<file path="src/rtl/cart_pkg.sv">
// Shared definitions for the DMG cartridge bus: FSM states, default timing, /CS decode window.
package cart_pkg;

   typedef enum logic [1:0] {
      StIdle,
      StSetup,
      StStrobe,
      StHold
   } cart_state_e;

   localparam int unsigned DEF_SETUP_CYC  = 2;
   localparam int unsigned DEF_STROBE_CYC = 4;
   localparam int unsigned DEF_HOLD_CYC   = 2;

   // External-RAM / WRAM-echo window that selects the cartridge /CS line
   localparam logic [15:0] CS_LO = 16'hA000;
   localparam logic [15:0] CS_HI = 16'hFDFF;

   function automatic logic cs_hit(input logic [15:0] addr);
      return (addr >= CS_LO) && (addr <= CS_HI);
   endfunction

endpackage

</file>
<file path="src/rtl/cart_bus_timing.sv">
// Turns single-cycle read/write request pulses into a timed setup/strobe/hold cartridge bus cycle.
module cart_bus_timing
   import cart_pkg::*;
#(
   parameter int unsigned SETUP_CYC  = DEF_SETUP_CYC,
   parameter int unsigned STROBE_CYC = DEF_STROBE_CYC,
   parameter int unsigned HOLD_CYC   = DEF_HOLD_CYC
) (
   input  logic        clk,
   input  logic        rst,
   input  logic [15:0] cart_a,
   input  logic [7:0]  cart_dout,
   input  logic        cart_wr,
   input  logic        cart_rd,
   output logic [7:0]  cart_din,
   output logic        cart_busy,
   output logic [15:0] gb_a,
   output logic [7:0]  gb_d_out,
   input  logic [7:0]  gb_d_in,
   output logic        gb_d_oe,
   output logic        gb_rd_n,
   output logic        gb_wr_n,
   output logic        gb_cs_n
);

   // Phase counter reload values: a phase of length L counts L-1 down to 0
   localparam logic [3:0] SETUP_LOAD  = 4'(SETUP_CYC - 1);
   localparam logic [3:0] STROBE_LOAD = 4'(STROBE_CYC - 1);
   localparam logic [3:0] HOLD_LOAD   = 4'(HOLD_CYC - 1);

   cart_state_e state_q;
   logic [3:0]  cnt_q;
   logic        is_wr_q;
   logic [15:0] gb_a_q;
   logic [7:0]  gb_d_out_q;
   logic [7:0]  cart_din_q;
   logic        gb_d_oe_q;
   logic        gb_rd_n_q;
   logic        gb_wr_n_q;
   logic        gb_cs_n_q;
   logic        busy_q;

   // Bus-cycle FSM; every bus-facing output is a register so strobes cannot glitch
   always_ff @(posedge clk) begin
      if (rst) begin
         state_q    <= StIdle;
         cnt_q      <= 4'd0;
         is_wr_q    <= 1'b0;
         gb_a_q     <= 16'h0000;
         gb_d_out_q <= 8'h00;
         cart_din_q <= 8'h00;
         gb_d_oe_q  <= 1'b0;
         gb_rd_n_q  <= 1'b1;
         gb_wr_n_q  <= 1'b1;
         gb_cs_n_q  <= 1'b1;
         busy_q     <= 1'b0;
      end else begin
         unique case (state_q)
            StIdle: begin
               if (cart_wr || cart_rd) begin
                  // Write wins when both pulses coincide
                  is_wr_q    <= cart_wr;
                  gb_a_q     <= cart_a;
                  gb_d_out_q <= cart_dout;
                  gb_d_oe_q  <= cart_wr;
                  gb_cs_n_q  <= ~cs_hit(cart_a);
                  busy_q     <= 1'b1;
                  cnt_q      <= SETUP_LOAD;
                  state_q    <= StSetup;
               end
            end
            StSetup: begin
               if (cnt_q == 4'd0) begin
                  gb_wr_n_q <= ~is_wr_q;
                  gb_rd_n_q <= is_wr_q;
                  cnt_q     <= STROBE_LOAD;
                  state_q   <= StStrobe;
               end else begin
                  cnt_q <= cnt_q - 4'd1;
               end
            end
            StStrobe: begin
               if (cnt_q == 4'd0) begin
                  // Sample the bus on the edge that raises /RD
                  if (!is_wr_q) begin
                     cart_din_q <= gb_d_in;
                  end
                  gb_wr_n_q <= 1'b1;
                  gb_rd_n_q <= 1'b1;
                  cnt_q     <= HOLD_LOAD;
                  state_q   <= StHold;
               end else begin
                  cnt_q <= cnt_q - 4'd1;
               end
            end
            StHold: begin
               if (cnt_q == 4'd0) begin
                  // Address and data stay parked to avoid needless bus toggling
                  gb_d_oe_q <= 1'b0;
                  gb_cs_n_q <= 1'b1;
                  busy_q    <= 1'b0;
                  state_q   <= StIdle;
               end else begin
                  cnt_q <= cnt_q - 4'd1;
               end
            end
            default: begin
               state_q <= StIdle;
            end
         endcase
      end
   end

   assign cart_din  = cart_din_q;
   assign cart_busy = busy_q;
   assign gb_a      = gb_a_q;
   assign gb_d_out  = gb_d_out_q;
   assign gb_d_oe   = gb_d_oe_q;
   assign gb_rd_n   = gb_rd_n_q;
   assign gb_wr_n   = gb_wr_n_q;
   assign gb_cs_n   = gb_cs_n_q;

endmodule

</file>
<file path="config.mk">
export PLATFORM = sky130hd
export DESIGN_NAME = cart_bus_timing
export DESIGN_NICKNAME = d
export VERILOG_FILES = /design/src/rtl/cart_pkg.sv /design/src/rtl/cart_bus_timing.sv
export SDC_FILE = /design/constraint.sdc
export NUM_CORES = 1
export LEC_CHECK = 0
export CAP_MARGIN = 0
export CORE_ASPECT_RATIO = 0.9
export CORE_MARGIN = 2
export CORE_UTILIZATION = 43
export DETAILED_ROUTE_END_ITERATION = 8
export PLACE_DENSITY = 0.85
export SYNTH_ARGS = -nofsm -noshare
export SYNTH_HDL_FRONTEND = slang
export SYNTH_SLANG_ARGS = --single-unit
</file>
<file path="constraint.sdc">
create_clock -name clk -period 2.41 [get_ports clk]
set_input_delay 0.482 -clock clk [delete_from_list [all_inputs] [get_ports clk]]
set_output_delay 0.482 -clock clk [all_outputs]
set_load 0.02 [all_outputs]
</file>
==> results.py <==
metrics = {
    "run_status": {
        "status": "complete, no violations",
    },
    "die": {
        "die_h_um": 67.4,
        "rows": 23,
        "die_w_um": 74.4,
        "start_util": 0.439,
        "dieArea_um2": 5010,
        "coreArea_um2": 4370,
        "boundaryPins": 73,
    },
    "synth": {
        "yosysMostFrequentCell": "nand2_1",
        "synth-seq-area-share": 0.459,
        "postSynth.asyncResetShare": 0,
        "synth_flop_cell": "dfxtp_1",
        "syn_nets": 273,
        "synth_common_cells": "nand2_1 (52), dfxtp_1 (44), a21oi_1 (39), nand3_1 (12), o21ai_1 (12)",
        "synthTopCellsByArea": "dfxtp_1 (46%), a21oi_1 (10%), nand2_1 (10%), ha_1 (3.9%), nand3_1 (3.1%)",
        "syn_avg_cell_area_um2": 8.30,
        "syn_area_um2": 1920,
        "yosys_warnings": 0,
        "synth_cells": 231,
        "synth-edff-count": 0,
        "synth_area_leader_cell": "dfxtp_1",
        "synth_top_area_frac": 0.459,
        "synthDistinctLibCells": 44,
        "yosys_register_bits": 44,
    },
    "global_route": {
        "met1_usage": 0.236,
        "grt_use_met2": 0.315,
        "track_usage": 0.195,
        "gr-total-overflow": 0,
        "grt_max_degree": 25,
        "antenna_found_initial": 0,
        "grt_first_pass_wirelength_um": 7380,
        "top_usage_layer": "met2",
        "grt_pass1_vias": 1683,
        "grt_util_met3": 0.0657,
    },
    "drt": {
        "drc": 0,
        "dr.pass1.iters": 4,
        "antenna_left": 0,
        "wl_per_cell_um": 12.9,
        "initialDrtViolationCount": 123,
        "viasPerCell": 5.07,
        "routed_wl_um": 4670,
        "num_vias": 1837,
    },
    "clocking": {
        "post_cts_resized": 0,
        "cts_max_path_buffers": 2,
        "cts_buffers": 5,
        "clkTransAtPathRegs_ps": 80,
        "htree_num_levels": 2,
        "ctsHoldBuffers": 0,
        "clk_latency_ps": 290,
        "cts_tree": "built",
        "clock_sinks": 44,
        "cts_setup_buffers": 0,
        "cts_root_buf": "clkbuf_8",
    },
    "timing": {
        "hold_viol_final": 0,
        "worst_pin_slew_ps": 560,
        "finalCritPeriodShare": 0.746,
        "slew_viol_final": 0,
        "clock_skew_ps": 1.84,
        "post-route-min-period_ps": 1800,
        "grt_setup_unrepaired": "no",
        "holdWs_ps": 454,
        "relSlewSlack": 0.626,
        "max_freq_ghz": 0.557,
        "fin_tns_setup_ps": 0,
        "finalSetupViolCount": 0,
    },
    "critical_path": {
        "arrival_ps": 1990,
        "start_kind": "register",
        "end_kind": "register",
        "worstSetupPathType": "register to register",
        "cp_data_required_time_ps": 2600,
        "path_delay_family": "simple AND/OR/NAND/NOR gates",
        "crit_buf_inv": 1,
        "path_cells": "inv_1, ha_1, or3_1, a211o_1, o211a_1",
        "cp_slowest_cell": "or3_1",
        "crit_fanout": 7,
        "critPathMaxStageDelay_ps": 520,
    },
    "power_and_ir_drop": {
        "ir_worst_vdd_mv": 0.451,
        "powerDensity_nw_per_um2": 1010,
        "p_leak_nw": 1.04,
    },
    "layout": {
        "finalNetCount": 342,
        "fillCellCount": 401,
        "n_antenna_cell": 0,
        "area_delta_synth_final_pct": 43.6,
        "layout-drive-gt1-share": 0.0667,
    },
    "flow_run": {
        "cap_violations": 0,
    },
    "placement": {
        "place_congestion": 0.803,
        "numPortBuffers": 72,
        "place_hpwl_um": 3350,
    },
    "worst_hold_path": {
        "holdCritPathClass": "register to register",
    },
}
where the power goes:
| group | leakage [nW] | internal (mW) | switching (mW) | total (mW) |
|---|---|---|---|---|
| registers | 0.361 | 0.897 | 0.108 | 1.01 |
| logic | 0.634 | 0.603 | 0.748 | 1.35 |
| clock network | 0.0410 | 0.197 | 0.233 | 0.430 |
| total | 1.04 | 1.70 | 1.09 | 2.79 |
kinds of logic (layout without fill, tap and decap cells):
family | after synthesis | after routing | synth area share
simple gates | 88 | 88 | 0.229
mux | 2 | 2 | 0.0104
compound gates | 68 | 68 | 0.204
buf+inv | 23 | 92 | 0.0581
flops | 44 | 44 | 0.459
fa+ha+maj | 6 | 6 | 0.0391
worst paths after layout:
check | from | to | slack (ps) | cells after the start
hold / removal | gb_d_out[3] | gb_d_out[3] | 450 | 2
setup / recovery | state_q[0] | state_q[0] | 610 | 5
hold reg to reg | gb_d_out[3] | gb_d_out[3] | 450 | 2
setup reg to reg | state_q[0] | state_q[0] | 610 | 5
registers in the layout (all words and copies together), names as in the netlist:
| name | count |
|---|---|
| cart_busy | 1 |
| cart_din | 8 |
| gb_d_out | 8 |
| cnt_q | 4 |
| gb_rd_n | 1 |
| gb_a | 16 |
| gb_wr_n | 1 |
| state_q | 2 |
| gb_d_oe | 1 |
| is_wr_q | 1 |
| gb_cs_n | 1 |
metrics by stage:
step           std cells  power (mW)  cell area, um2   util  worst slack, ps
2_1_floorplan        231        1.90            1920      -              735
3_3_place_gp         355        2.34            2680  0.612              479
3_5_place_dp         355        2.38            2680  0.612              457
4_1_cts              362        2.81            2750  0.630              611
5_1_grt              362        2.99            2750  0.630              506
6_report             362        2.79            2750  0.630              613
worst min-delay path, cell delays in order, from the launching register on:
cell	delay, ps
dfxtp_1	310
nand2_1	50
a21oi_1	50
layout make-up:
cell class	count	area, um2	share of cell area
clock buffers	6	72.6	0.0264
clock inverters	1	5.00	0.00182
inverters	7	26.3	0.00954
multi-input cells	164	926	0.336
flip-flops and latches	44	881	0.320
well taps	62	77.6	0.0282
repair buffers	78	766	0.278
cell usage in the layout (no fill, tap or decap), drive strengths merged, types with 2 or more instances in the layout:
cell type	instances
clkdlybuf4s50	72
nand2	52
dfxtp	44
a21oi	40
o21ai	15
nand3	12
inv	7
ha	6
buf	6
clkbuf	6
nand2b	4
or2	3
nor3b	3
nor2	2
nor2b	2
mux2i	2
or3b	2
nor4b	2
routing by layer:
layer | vias up | part of all wire | routed length [um]
met5 | - | 0 | 0
met1 | 823 | 0.44 | 2070
met2 | 77 | 0.45 | 2120
met4 | 0 | 0.015 | 68
met3 | 5 | 0.088 | 412
li1 | 932 | - | -
(Power assumes the default switching activity.)
